--- config.mk ---
export PLATFORM = sky130hd
export DESIGN_NAME = fetch_unit
export DESIGN_NICKNAME = d
export VERILOG_FILES = /design/src/rtl/fetch_unit_pkg.sv /design/src/rtl/fetch_unit_pc_reg.sv /design/src/rtl/fetch_unit.sv
export SDC_FILE = /design/constraint.sdc
export NUM_CORES = 1
export LEC_CHECK = 0
export BUFFER_PORTS_ARGS = -buffer_cell sky130_fd_sc_hd__buf_4
export CAP_MARGIN = 20
export CORE_MARGIN = 3
export CORE_UTILIZATION = 50
export DETAILED_ROUTE_END_ITERATION = 7
export HOLD_SLACK_MARGIN = 0.08
export PLACE_DENSITY = 0.92
export REMOVE_ABC_BUFFERS = 1
export SETUP_SLACK_MARGIN = 0.4
export SLEW_MARGIN = 0
export SYNTH_ARGS = -nofsm -noshare
export SYNTH_HDL_FRONTEND = slang
export SYNTH_HIERARCHICAL = 1
export SYNTH_SLANG_ARGS = --single-unit
--- constraint.sdc ---
create_clock -name clk -period 4.4 [get_ports clk]
set_input_delay 0.66 -clock clk [delete_from_list [all_inputs] [get_ports clk]]
set_output_delay 0.66 -clock clk [all_outputs]
set_load 0.03 [all_outputs]
--- src/rtl/fetch_unit_pkg.sv ---
// Shared pipeline types for the instruction-fetch front end.
package fetch_unit_pkg;

    typedef enum logic [2:0] {
        IDLE,
        REQ,
        WAIT,
        OUT,
        DROP
    } fetch_state_e;

    localparam int unsigned PC_INC           = 4;
    localparam logic [31:0] BASEADDR_DEFAULT = 32'h0100_0000;

endpackage

--- src/rtl/fetch_unit_pc_reg.sv ---
// Program counter: sequential +4 advance, branch redirect with word alignment,
// and a one-cycle misalignment flag for redirect targets.
module fetch_pc_reg
    import fetch_unit_pkg::*;
#(
    parameter int unsigned       AWIDTH   = 32,
    parameter logic [AWIDTH-1:0] BASEADDR = AWIDTH'(BASEADDR_DEFAULT)
) (
    input  logic              clk,
    input  logic              reset_n,
    input  logic              advance,
    input  logic              redirect,
    input  logic [AWIDTH-1:0] target,
    output logic [AWIDTH-1:0] pc,
    output logic [AWIDTH-1:0] pc_plus4,
    output logic              misalign
);

    logic [AWIDTH-1:0] pc_reg;
    logic [AWIDTH-1:0] pc_next;
    logic              misalign_reg;

    // Wraps modulo 2^AWIDTH by construction.
    assign pc_plus4 = pc_reg + AWIDTH'(PC_INC);

    always_comb begin
        pc_next = pc_reg;
        if (redirect) begin
            pc_next = {target[AWIDTH-1:2], 2'b00};
        end else if (advance) begin
            pc_next = pc_plus4;
        end
    end

    always_ff @(posedge clk or negedge reset_n) begin
        if (!reset_n) begin
            pc_reg       <= BASEADDR;
            misalign_reg <= 1'b0;
        end else begin
            pc_reg       <= pc_next;
            misalign_reg <= redirect && (target[1:0] != 2'b00);
        end
    end

    assign pc       = pc_reg;
    assign misalign = misalign_reg;

endmodule

--- src/rtl/fetch_unit.sv ---
// Instruction-fetch front end: one outstanding imem request, decode hand-off
// with stall hold, and redirect handling that discards stale responses.
module fetch_unit
    import fetch_unit_pkg::*;
#(
    parameter int unsigned       AWIDTH   = 32,
    parameter int unsigned       DWIDTH   = 32,
    parameter logic [AWIDTH-1:0] BASEADDR = AWIDTH'(BASEADDR_DEFAULT)
) (
    input  logic              clk,
    input  logic              reset_n,
    input  logic              brtaken_i,
    input  logic [AWIDTH-1:0] target_i,
    input  logic              stall_i,
    output logic              imem_req_valid_o,
    input  logic              imem_req_ready_i,
    output logic [AWIDTH-1:0] imem_addr_o,
    input  logic              imem_rsp_valid_i,
    input  logic [DWIDTH-1:0] imem_rsp_data_i,
    output logic              insn_valid_o,
    output logic [DWIDTH-1:0] insn_o,
    output logic [AWIDTH-1:0] pc_o,
    output logic              flush_o,
    output logic              misalign_o
);

    fetch_state_e      state_reg;
    fetch_state_e      state_next;
    logic [DWIDTH-1:0] insn_reg;
    logic [AWIDTH-1:0] pc_cur;
    logic [AWIDTH-1:0] pc_plus4;
    logic              in_out;
    logic              consume;
    logic              out_req;
    logic              req_fire;
    logic              capture;

    assign in_out   = (state_reg == OUT);
    assign consume  = in_out && !stall_i;
    // A redirect kills the presented instruction, so no prefetch leaves OUT that cycle.
    assign out_req  = consume && !brtaken_i;
    assign req_fire = imem_req_valid_o && imem_req_ready_i;

    fetch_pc_reg #(
        .AWIDTH  (AWIDTH),
        .BASEADDR(BASEADDR)
    ) u_pc (
        .clk     (clk),
        .reset_n (reset_n),
        .advance (consume),
        .redirect(brtaken_i),
        .target  (target_i),
        .pc      (pc_cur),
        .pc_plus4(pc_plus4),
        .misalign(misalign_o)
    );

    always_comb begin
        state_next = state_reg;
        capture    = 1'b0;
        case (state_reg)
            IDLE: state_next = REQ;
            REQ: begin
                if (brtaken_i) begin
                    state_next = req_fire ? DROP : REQ;
                end else if (req_fire) begin
                    state_next = WAIT;
                end
            end
            WAIT: begin
                if (imem_rsp_valid_i) begin
                    if (brtaken_i) begin
                        state_next = REQ;
                    end else begin
                        state_next = OUT;
                        capture    = 1'b1;
                    end
                end else if (brtaken_i) begin
                    state_next = DROP;
                end
            end
            OUT: begin
                if (brtaken_i) begin
                    state_next = REQ;
                end else if (!stall_i) begin
                    state_next = req_fire ? WAIT : REQ;
                end
            end
            DROP: begin
                if (imem_rsp_valid_i) begin
                    state_next = REQ;
                end
            end
            default: state_next = IDLE;
        endcase
    end

    always_ff @(posedge clk or negedge reset_n) begin
        if (!reset_n) begin
            state_reg <= IDLE;
            insn_reg  <= '0;
        end else begin
            state_reg <= state_next;
            if (capture) begin
                insn_reg <= imem_rsp_data_i;
            end
        end
    end

    assign imem_req_valid_o = (state_reg == REQ) || out_req;
    assign imem_addr_o      = out_req ? pc_plus4 : pc_cur;
    assign insn_valid_o     = in_out;
    assign insn_o           = insn_reg;
    assign pc_o             = in_out ? pc_cur : '0;
    assign flush_o          = brtaken_i;

    // Responses are only legal while a request is outstanding.
    rsp_only_when_outstanding: assert property (@(posedge clk) disable iff (!reset_n)
        imem_rsp_valid_i |-> (state_reg == WAIT || state_reg == DROP));

endmodule

==> summary.txt, run 1 <==
Floorplanning
  • Die area: 10200 µm²
  • Core ar.: 8760 µm²
  • Initial core utilization: 51.8%
  • Die Wd: 101 µm
  • DIE HEIGHT: 101 µm
  • IO Pins: 170
  • Row Count: 34

Global route
  • Largest net degree at the start of global routing: 67
  • Initial antenna violation count: 0
  • GRT Overall Usage: 24.2%
  • M3 GR Usage: 3.93%
  • Met2 usage: 40.2%
  • First-pass GRT wire length: 19.8 mm
  • GRT met1 Usage: 31.7%
  • Final global-route overflow total: 0
  • Vias in the first global route: 3941
  • Top Usage Layer GRT: met2

Synth
  • Synth Area in XOR/XNOR: 7.72%
  • Syn Area/Cell: 9.47 µm²
  • Post-synthesis cell type count: 54
  • Compound-gate portion of the synthesized area: 7.78%
  • Mux share of post-synthesis cell area: 16.1%
  • Fraction of the mapped netlist area in adder cells: 0.276%
  • Cell Area, Synth: 4540 µm²
  • Register area share after synthesis: 36.4%
  • Largest family of logic cells by synthesized area: simple AND/OR/NAND/NOR gates
  • Post-synth EDFFs: 0
  • Synth Instances: 479
  • Top_reg_cell synth: dfrtp_1
  • Ys Warns: 6
  • FFs w/ async S/R, synth: 100%
  • #FFs+latches synth: 66
  • Synth Area in Simple Gates: 25.6%

Detailed routing
  • DRC errors left: 0
  • Vias: 4111
  • Drt total wl: 12.7 mm
  • Pre-antenna DRT Iters: 4
  • Antenna-violating nets left: 0
  • Routed len/inst: 17.4 µm
  • Vias per cell: 5.65
  • Drt initial violations: 229

Setup path
  • Critical path required time: 3.74 ns
  • Worst reg2reg path depth: 7
  • CP Launch Type: flip-flop
  • Crit path capture type: primary output
  • R2R Path Start: state_reg[0]$_DFFE_PN0P_
  • Kind of critical path: reg -> out
  • CP Data Arrival Time: 3.02 ns
  • Reg2reg setup slack: 1.58 ns
  • CP Max Fanout: 12
  • Reg2reg end: u_pc/pc[27]$_DFFE_PN0N_

Place
  • Port bufs: 165
  • Hpwl dp: 9.36 mm
  • GPL Wtd Cong: 0.863

Final layout
  • Area grow syn2layout: 29.0%
  • Layout cells sized above 1: 42.1%
  • Multi-input gate area: 2630 µm²
  • Register area: 1650 µm²
  • Final net count: 687
  • Fillers: 698
  • Max FFs per register: 32
  • N_diodes: 0

Clock network
  • TritonCTS Buffers: 9
  • Post-cts sizing count: 0
  • CTS tree: done
  • Clock net sink count: 66
  • Clk_lat worst skew: 0.33 ns
  • CTS clk-pin slew, worst paths: 0.07 ns
  • Root buf cell: clkbuf_8
  • Setup Buffers After CTS: 0
  • CTS max path bufs: 2
  • CTS H-tree depth: 3
  • Hold-fix buffers, CTS: 0

STA
  • Final Hold Viols: 0
  • Hold Slack: 0.425 ns
  • FMAX: 0.272 GHz
  • RSZ-0062 raised after global routing: false
  • Tightest Pin Transition: 0.931 ns
  • Final-report setup violation count: 0
  • Max Slew Vio Count: 0
  • Fin Clk Skew: 0.0146 ns
  • Slew margin rel.: 37.8%
  • Final period utilization: 83.6%
  • Setup tns final: 0 ns
  • Period minus WS final: 3.68 ns

Power
  • Leak: 0.00265 µW
  • Pwr Density: 495 nW/µm²
  • VDD IR-drop max: 0.286 mV
  • Power Total: 2900 µW

Min path
  • Hold Path Class: in -> async

Status
  • Status: finished clean

Flow run
  • Max Cap Viol: 0
-- synth_stat cells, drive strengths merged, types with 7 or more instances --
| library cell | number | share of area (%) |
|---|---|---|
| mux2 | 64 | 16 |
| o21ai | 23 | 2.5 |
| nor3 | 9 | 0.99 |
| and4 | 12 | 2.3 |
| nand3 | 20 | 2.2 |
| inv | 8 | 0.66 |
| a31oi | 13 | 1.8 |
| nand4 | 22 | 3.8 |
| xor2 | 14 | 2.7 |
| nor2 | 26 | 2.3 |
| dfrtp | 65 | 36 |
| clkbuf | 19 | 1.7 |
| and2 | 34 | 4.7 |
| xnor2 | 26 | 5.0 |
| or4 | 7 | 1.3 |
| nand2 | 43 | 3.7 |
| buf | 24 | 3.6 |
-- critical path, cell delays in order (launching register included) --
cell,delay (ns)
dfrtp_1,0.51
ha_1,0.35
and4_1,0.37
nand4_1,0.51
nor3_1,0.42
xor2_1,0.10
mux2_2,0.27
buf_4,0.17
-- report_power, final --
group	total (µW)	switching (µW)	leakage, µW	internal, µW
logic	1510	883	0.00177	624
clock network	423	226	0.0000806	197
registers	970	178	0.000799	792
total	2900	1290	0.00265	1610
-- cells by family (layout without fill, tap and decap cells) --
logic type | after synthesis | after routing
and+or+nand+nor | 200 | 200
DFF | 66 | 66
muxes | 65 | 65
AOI/OAI and AO/OA | 55 | 55
buffers and inverters | 51 | 189
xor gates and xnor gates | 40 | 40
adders and majority gates | 1 | 1
other | 1 | 4
-- final cells by class --
class,count,area share (%)
clock buffers,9,2.12
multi-input cells,365,44.9
flip-flops and latches,66,28.2
repair buffers,166,21.3
well taps,108,2.31
clock inverters,6,0.599
inverters,8,0.513
-- worst max path at each step --
stage | cells after the start | endpoint | start | slack [ns]
2_1_floorplan | 6 | u_pc/pc[31]$_DFFE_PN0N_ | state_reg[0]$_DFFE_PN0P_ | 1.63
3_3_place_gp | 6 | imem_addr_o[19] | u_pc/pc[7]$_DFFE_PN0N_ | 1.30
3_5_place_dp | 7 | imem_addr_o[22] | u_pc/pc[2]$_DFFE_PN0N_ | 1.16
4_1_cts | 7 | imem_addr_o[22] | u_pc/pc[2]$_DFFE_PN0N_ | 0.77
5_1_grt | 7 | imem_addr_o[22] | u_pc/pc[2]$_DFFE_PN0N_ | 0.48
6_report | 7 | imem_addr_o[22] | u_pc/pc[2]$_DFFE_PN0N_ | 0.72
-- metal layers --
metal | wire [µm] | part of all wire [%]
met4 | 311 | 2.5
met1 | 5340 | 42
met2 | 6070 | 48
met3 | 972 | 7.7
met5 | 0 | 0
-- metrics by stage --
stage | utilization (%) | setup WS, ns | cell area (µm²) | std cells
6_report | 66.8 | 0.722 | 5850 | 728
5_1_grt | 66.8 | 0.483 | 5850 | 728
4_1_cts | 66.8 | 0.766 | 5850 | 728
3_5_place_dp | 65.0 | 1.16 | 5690 | 713
3_3_place_gp | 65.0 | 1.30 | 5690 | 713
2_1_floorplan | - | 1.63 | 4310 | 439
-- cells in the final DEF (no fill, tap or decap), types with 5 or more instances in the layout --
cell | Yosys | layout
a31oi_1 | 13 | 13
and2_1 | 34 | 34
and4_1 | 12 | 12
buf_4 | 8 | 166
clkbuf_8 | 0 | 9
dfrtp_1 | 65 | 65
inv_1 | 8 | 8
mux2_2 | 62 | 62
nand2_1 | 42 | 42
nand3_1 | 20 | 20
nand4_1 | 18 | 18
nor2_1 | 25 | 25
nor3_1 | 9 | 8
nor4_1 | 5 | 5
o21ai_0 | 22 | 22
or4_1 | 5 | 5
xnor2_1 | 26 | 26
xor2_1 | 14 | 14
(Power assumes the default switching activity.)
==> inputs of run 2 (changes only) <==
--- a/config.mk
+++ b/config.mk
@@ -8,10 +8,10 @@
 export BUFFER_PORTS_ARGS = -buffer_cell sky130_fd_sc_hd__buf_4
 export CAP_MARGIN = 20
 export CORE_MARGIN = 3
-export CORE_UTILIZATION = 50
+export CORE_UTILIZATION = 45
 export DETAILED_ROUTE_END_ITERATION = 7
 export HOLD_SLACK_MARGIN = 0.08
-export PLACE_DENSITY = 0.92
+export PLACE_DENSITY = 0.88
 export REMOVE_ABC_BUFFERS = 1
 export SETUP_SLACK_MARGIN = 0.4
 export SLEW_MARGIN = 0
==> constraint.sdc (replaced) <==
create_clock -name clk -period 3.2 [get_ports clk]
set_input_delay 0.48 -clock clk [delete_from_list [all_inputs] [get_ports clk]]
set_output_delay 0.48 -clock clk [all_outputs]
set_load 0.03 [all_outputs]
==> summary.txt, run 2 (same netlist as run 1, synthesis figures left out) <==
Global route
  • Initial antenna violation count: 0 (unchanged)
  • First-pass GRT wire length: 20.6 mm (was 19.8 mm)
  • Final global-route overflow total: 0 (unchanged)
  • Vias in the first global route: 4094 (was 3941)
  • Largest net degree at the start of global routing: 67 (unchanged)
  • GRT Overall Usage: 22.4% (was 24.2%)

Setup path
  • Critical path required time: 2.72 ns (was 3.74 ns)
  • Crit path launch: u_pc/pc[23]$_DFFE_PN0N_ (was u_pc/pc[2]$_DFFE_PN0N_)
  • Kind of critical path: reg -> out (unchanged)
  • Crit path capture type: primary output (unchanged)
  • CP Data Arrival Time: 2.26 ns (was 3.02 ns)
  • CP delay by family, top: simple AND/OR/NAND/NOR gates (unchanged)
  • Slowest CP cell: dfrtp_1 (unchanged)
  • Bufs and invs on worst path: 1 (unchanged)
  • CP Launch Type: flip-flop (unchanged)
  • Worst path max stage delay: 0.54 ns (was 0.51 ns)
  • CP Max Fanout: 8 (was 12)
  • Cells along the critical path: nand4_4 -> or4_4 -> nor4_4 -> xor2_1 -> mux2_2 -> buf_4 (was ha_1 -> and4_1 -> nand4_1 -> nor3_1 -> xor2_1 -> mux2_2 -> buf_4)
  • R2R Path Start: state_reg[0]$_DFFE_PN0P_ (unchanged)

Detailed routing
  • Routed len/inst: 17.0 µm (was 17.4 µm)
  • Drt initial violations: 348 (was 229)
  • DRC errors left: 0 (unchanged)
  • Antenna-violating nets left: 0 (unchanged)
  • Pre-antenna DRT Iters: 5 (was 4)
  • Vias: 4310 (was 4111)
  • Drt total wl: 13.2 mm (was 12.7 mm)
  • Vias per cell: 5.54 (was 5.65)

Place
  • Hpwl dp: 9.26 mm (was 9.36 mm)
  • Port bufs: 165 (unchanged)
  • Dpl cell area: 5780 µm² (was 5690 µm²)
  • Pre-CTS setup slack: 0.331 ns (was 1.16 ns)
  • GPL Wtd Cong: 0.868 (was 0.863)

Status
  • Status: finished clean (unchanged)

Clock network
  • CTS clk-pin slew, worst paths: 0.08 ns (was 0.07 ns)
  • TritonCTS Buffers: 9 (unchanged)
  • CTS H-tree depth: 3 (unchanged)
  • Clk_lat worst skew: 0.36 ns (was 0.33 ns)
  • Root buf cell: clkbuf_8 (unchanged)
  • CTS max path bufs: 2 (unchanged)
  • Clock net sink count: 66 (unchanged)
  • CTS tree: done (unchanged)

Final layout
  • Fillers: 778 (was 698)
  • Area grow syn2layout: 36.8% (was 29.0%)
  • Max FFs per register: 32 (unchanged)
  • Layout cells sized above 1: 49.1% (was 42.1%)
  • Register area: 1680 µm² (was 1650 µm²)
  • Final Cell Area: 6200 µm² (was 5850 µm²)
  • Highest-count cells in the layout ignoring fill and taps: buf_4, mux2_2, dfrtp_1, nand2_1, and2_1 (was buf_4, dfrtp_1, mux2_2, nand2_1, and2_1)
  • N_diodes: 0 (unchanged)
  • Most common cell after layout, fill and taps aside: buf_4 (unchanged)
  • Multi-input gate area: 2720 µm² (was 2630 µm²)
  • Final net count: 711 (was 687)

STA
  • Tightest Pin Transition: 1.01 ns (was 0.931 ns)
  • Fin Clk Skew: 0.0123 ns (was 0.0146 ns)
  • Setup WS post-layout: 0.460 ns (was 0.722 ns)
  • Period minus WS final: 2.74 ns
  • Final period utilization: 85.6%
  • Hold Slack: 0.235 ns (was 0.425 ns)
  • Final-report setup violation count: 0 (unchanged)
  • Slew margin rel.: 32.3% (was 37.8%)
  • RSZ-0062 raised after global routing: true (was false)
  • Final Hold Viols: 0 (unchanged)
  • Max Slew Vio Count: 0 (unchanged)
  • Setup tns final: 0 ns (unchanged)
  • FMAX: 0.365 GHz

Power
  • Pwr Density: 660 nW/µm² (was 495 nW/µm²)
  • Combinational share of power: 52.4% (was 52.0%)
  • Power Total: 4100 µW (was 2900 µW)
  • Leak: 0.00279 µW (was 0.00265 µW)
  • VDD IR-drop max: 0.407 mV (was 0.286 mV)
  • Internal power: 2290 µW (was 1610 µW)
  • Reg power frac: 32.1% (was 33.4%)
  • Net Sw Power: 1800 µW (was 1290 µW)
  • Clock share of power: 15.5% (was 14.6%)
  • Sw Share: 44.0% (was 44.4%)

Floorplanning
  • Row Count: 36 (was 34)
  • Die area: 11300 µm² (was 10200 µm²)
  • Initial core utilization: 46.4% (was 51.8%)
  • DIE HEIGHT: 106 µm (was 101 µm)
  • Die Wd: 106 µm (was 101 µm)
  • IO Pins: 170 (unchanged)
  • Core ar.: 9770 µm² (was 8760 µm²)

Min path
  • Hold Path Class: in -> async (unchanged)

Flow run
  • Max Cap Viol: 0 (unchanged)
[run 2: cell types whose count changed in the layout (fill, tap and decap cells not counted), sizes merged]
cell	delta
buf	+24
clkbuf	+1
[run 2: area by class of cell]
| class | count | share of cell area [%] |
|---|---|---|
| clock buffer | 10 | 2.22 |
| multi-input combinational | 365 | 43.9 |
| timing repair buffer | 190 | 23.0 |
| clock inverter | 6 | 0.686 |
| inverter | 8 | 0.484 |
| sequential | 66 | 27.0 |
| tap | 133 | 2.68 |
[run 2: repair_timing]
item,in CTS,in global routing
resized for setup,23,16
setup endpoints to repair,16,16
pin swaps,3,1
hold buffers,0,0
buffers inserted,5,12
[run 2: per-layer routing]
metal,vias to the layer above,share of wire [%],track usage [%]
li1,2019,-,-
met1,2019,41,29.2
met2,240,48,36.3
met3,32,8.6,4.86
met4,0,2.2,8.42
met5,-,0,0
[run 2: worst paths after layout]
check	to	slack, ns	depth (start not counted)
min	insn_o[15]$_DFFE_PN0P_	0.23	1
min reg2reg	insn_o[5]$_DFFE_PN0P_	0.50	1
max in group asynchronous	u_pc/pc[17]$_DFFE_PN0N_	2.39	1
max reg2reg	u_pc/pc[27]$_DFFE_PN0N_	0.68	7
max	imem_addr_o[31]	0.46	6
min in group clk	u_pc/pc[2]$_DFFE_PN0N_	0.33	3
[run 2: through the flow]
stage,utilization (%),std cells
after floorplan,-,439
after global placement,59.1,745
after detailed placement,59.1,745
after CTS,62.0,766
after global routing,63.5,778
final,63.5,778
[run 2: power by group through the flow]
stage	Clock (µW)	Combinational, µW	Sequential (µW)
2_1_floorplan	0	898	1700
5_1_grt	692	2270	1360
4_1_cts	647	2120	1310
6_report	637	2140	1310
3_3_place_gp	0	2060	1300
3_5_place_dp	0	2100	1330
==> inputs of run 3 (changes only) <==
==> constraint.sdc (replaced) <==
create_clock -name clk -period 2.3 [get_ports clk]
set_input_delay 0.345 -clock clk [delete_from_list [all_inputs] [get_ports clk]]
set_output_delay 0.345 -clock clk [all_outputs]
set_load 0.01 [all_outputs]
==> summary.txt, run 3 (same netlist as run 1, synthesis figures left out) <==
Final layout
  • Highest-count cells in the layout ignoring fill and taps: buf_4, buf_6, dfrtp_1, mux2_2, nand2_1 (was buf_4, mux2_2, dfrtp_1, nand2_1, and2_1)
  • Area grow syn2layout: 81.5% (was 36.8%)
  • Final net count: 822 (was 711)
  • Max FFs per register: 32 (unchanged)
  • Register area: 1660 µm² (was 1680 µm²)
  • Fillers: 433 (was 778)
  • Multi-input gate area: 3400 µm² (was 2720 µm²)
  • Most common cell after layout, fill and taps aside: buf_4 (unchanged)
  • Layout Cells excl Fill: 890 (was 778)
  • Layout cells sized above 1: 66.8% (was 49.1%)

STA
  • Final-report setup violation count: 26 (was 0)
  • FMAX: 0.337 GHz
  • Fin Clk Skew: 0.0165 ns (was 0.0123 ns)
  • Period minus WS final: 2.97 ns
  • Slew margin rel.: 41.1% (was 32.3%)
  • Tightest Pin Transition: 0.884 ns (was 1.01 ns)
  • Max Slew Vio Count: 0 (unchanged)
  • Hold Slack: 0.0720 ns (was 0.235 ns)
  • Setup WS post-layout: -0.670 ns (was 0.460 ns)
  • Final Hold Viols: 0 (unchanged)
  • RSZ-0062 raised after global routing: true (unchanged)
  • Final period utilization: 129%

Setup path
  • Reg2reg setup slack: -0.10 ns (was 0.68 ns)
  • Worst reg2reg path depth: 11 (was 7)
  • R2R Path Start: state_reg[2]$_DFFE_PN0P_ (was state_reg[0]$_DFFE_PN0P_)
  • CP Max Fanout: 11 (was 8)
  • Reg2reg end: u_pc/pc[27]$_DFFE_PN0N_ (unchanged)
  • Kind of critical path: reg -> out (unchanged)
  • CP Launch Type: flip-flop (unchanged)
  • CP Data Arrival Time: 2.63 ns (was 2.26 ns)
  • Crit path capture type: primary output (unchanged)
  • Critical path required time: 1.96 ns (was 2.72 ns)

Global route
  • Final global-route overflow total: 0 (unchanged)
  • Met2 usage: 51.7% (was 36.3%)
  • Largest net degree at the start of global routing: 67 (unchanged)
  • Initial antenna violation count: 0 (unchanged)
  • GRT Overall Usage: 31.4% (was 22.4%)
  • Vias in the first global route: 5261 (was 4094)
  • First-pass GRT wire length: 27.8 mm (was 20.6 mm)
  • GRT met1 Usage: 36.5% (was 29.2%)
  • M3 GR Usage: 7.41% (was 4.86%)
  • Top Usage Layer GRT: met2 (unchanged)

Detailed routing
  • Vias per cell: 6.48 (was 5.54)
  • Routed len/inst: 26.1 µm (was 17.0 µm)
  • Pre-antenna DRT Iters: 7 (was 5)
  • Drt initial violations: 932 (was 348)
  • Vias: 5768 (was 4310)
  • Antenna-violating nets left: 0 (unchanged)
  • Drt total wl: 23.2 mm (was 13.2 mm)
  • DRC errors left: 0 (unchanged)

Power
  • Net Sw Power: 2430 µW (was 1800 µW)
  • VDD IR-drop max: 0.449 mV (was 0.407 mV)
  • Reg power frac: 27.0% (was 32.1%)
  • Clock share of power: 17.4% (was 15.5%)
  • Combinational share of power: 55.6% (was 52.4%)
  • Internal power: 4110 µW (was 2290 µW)
  • Leak: 0.00387 µW (was 0.00279 µW)
  • Pwr Density: 795 nW/µm² (was 660 nW/µm²)
  • Sw Share: 37.2% (was 44.0%)

Status
  • Failing checks: setup timing
  • Status: finished, violations left (was finished clean)

Min path
  • Hold Path Class: in -> async (unchanged)

Place
  • Cell Count Post-Placement: 786 (was 745)
  • Pre-CTS setup slack: -0.110 ns (was 0.331 ns)
  • GPL Wtd Cong: 0.906 (was 0.868)
  • Hpwl dp: 10.1 mm (was 9.26 mm)
  • Port bufs: 165 (unchanged)

Floorplanning
  • Initial core utilization: 46.4% (unchanged)
  • DIE HEIGHT: 106 µm (unchanged)
  • IO Pins: 170 (unchanged)
  • Core ar.: 9770 µm² (unchanged)
  • Die Wd: 106 µm (unchanged)
  • Die area: 11300 µm² (unchanged)
  • Row Count: 36 (unchanged)

Clock network
  • TritonCTS Buffers: 9 (unchanged)
  • Root buf cell: clkbuf_8 (unchanged)
  • CTS max path bufs: 2 (unchanged)
  • Clock net sink count: 66 (unchanged)
  • CTS H-tree depth: 3 (unchanged)
  • CTS clk-pin slew, worst paths: 0.09 ns (was 0.08 ns)
  • CTS tree: done (unchanged)
  • Clk_lat worst skew: 0.38 ns (was 0.36 ns)

Flow run
  • Max Cap Viol: 0 (unchanged)
## run 3: power groups by stage
stage          Clock (µW)  Sequential, µW  Combinational (µW)
2_1_floorplan           0            1930                 944
3_3_place_gp            0            1720                2300
3_5_place_dp            0            1760                2360
4_1_cts              1100            1740                3060
5_1_grt              1190            1800                3780
6_report             1140            1770                3640
## run 3: critical path: stages, from the launching register on
cell	delay (ns)
dfrtp_1	0.41
buf_6	0.17
nand4_1	0.23
nor3_2	0.42
buf_4	0.24
nand4_1	0.15
xnor2_1	0.20
mux2_4	0.29
buf_6	0.13
## run 3: per-stage QoR
step	instance area [µm²]	power (µW)	utilization, %	setup TNS, ns
global route	8230	6770	84.2	-7.62
detailed placement	6080	4130	62.3	-0.110
floorplan	4310	2880	-	-5.26
finish	8230	6540	84.2	-7.02
global placement	6080	4020	62.3	-0.0722
CTS	7370	5900	75.4	-1.78
## run 3: routing by layer
metal | routed length [µm] | part of all wire (%) | vias up
met2 | 10300 | 44 | 640
met4 | 1940 | 8.4 | 0
li1 | - | - | 2264
met5 | 0 | 0 | -
met1 | 8110 | 35 | 2672
met3 | 2880 | 12 | 192
## run 3: area by class of cell
cell class / instances / share of cell area, %
Multi-Input combinational cell: 370 / 41.3
Timing Repair Buffer: 296 / 33.4
Sequential cell: 66 / 20.2
Tap cell: 133 / 2.02
Clock buffer: 9 / 1.51
Clock inverter: 7 / 1.14
Inverter: 8 / 0.441
Antenna cell: 1 / 0.0304
## run 3: timing repair
| item | 4_1_cts | 5_1_grt |
|---|---|---|
| cloned | 6 | 3 |
| gates resized for setup | 172 | 125 |
| setup endpoints to repair | 108 | 121 |
| setup buffers | 41 | 37 |
| pin swaps | 60 | 63 |
| hold buffers | 0 | 0 |
| endpoints found under the hold margin | 0 | 0 |
## run 3: worst max path at each step
stage                     cells after the start  slack [ns]                startpoint                       to
after floorplan                               6       -0.47  state_reg[0]$_DFFE_PN0P_  u_pc/pc[31]$_DFFE_PN0N_
after global placement                        6       -0.07   u_pc/pc[24]$_DFFE_PN1N_          imem_addr_o[31]
after detailed placement                      6       -0.11   u_pc/pc[24]$_DFFE_PN1N_          imem_addr_o[31]
after CTS                                     6       -0.33   u_pc/pc[24]$_DFFE_PN1N_          imem_addr_o[31]
after global routing                          8       -0.64   u_pc/pc[16]$_DFFE_PN0N_          imem_addr_o[23]
final                                         8       -0.67   u_pc/pc[16]$_DFFE_PN0N_          imem_addr_o[23]
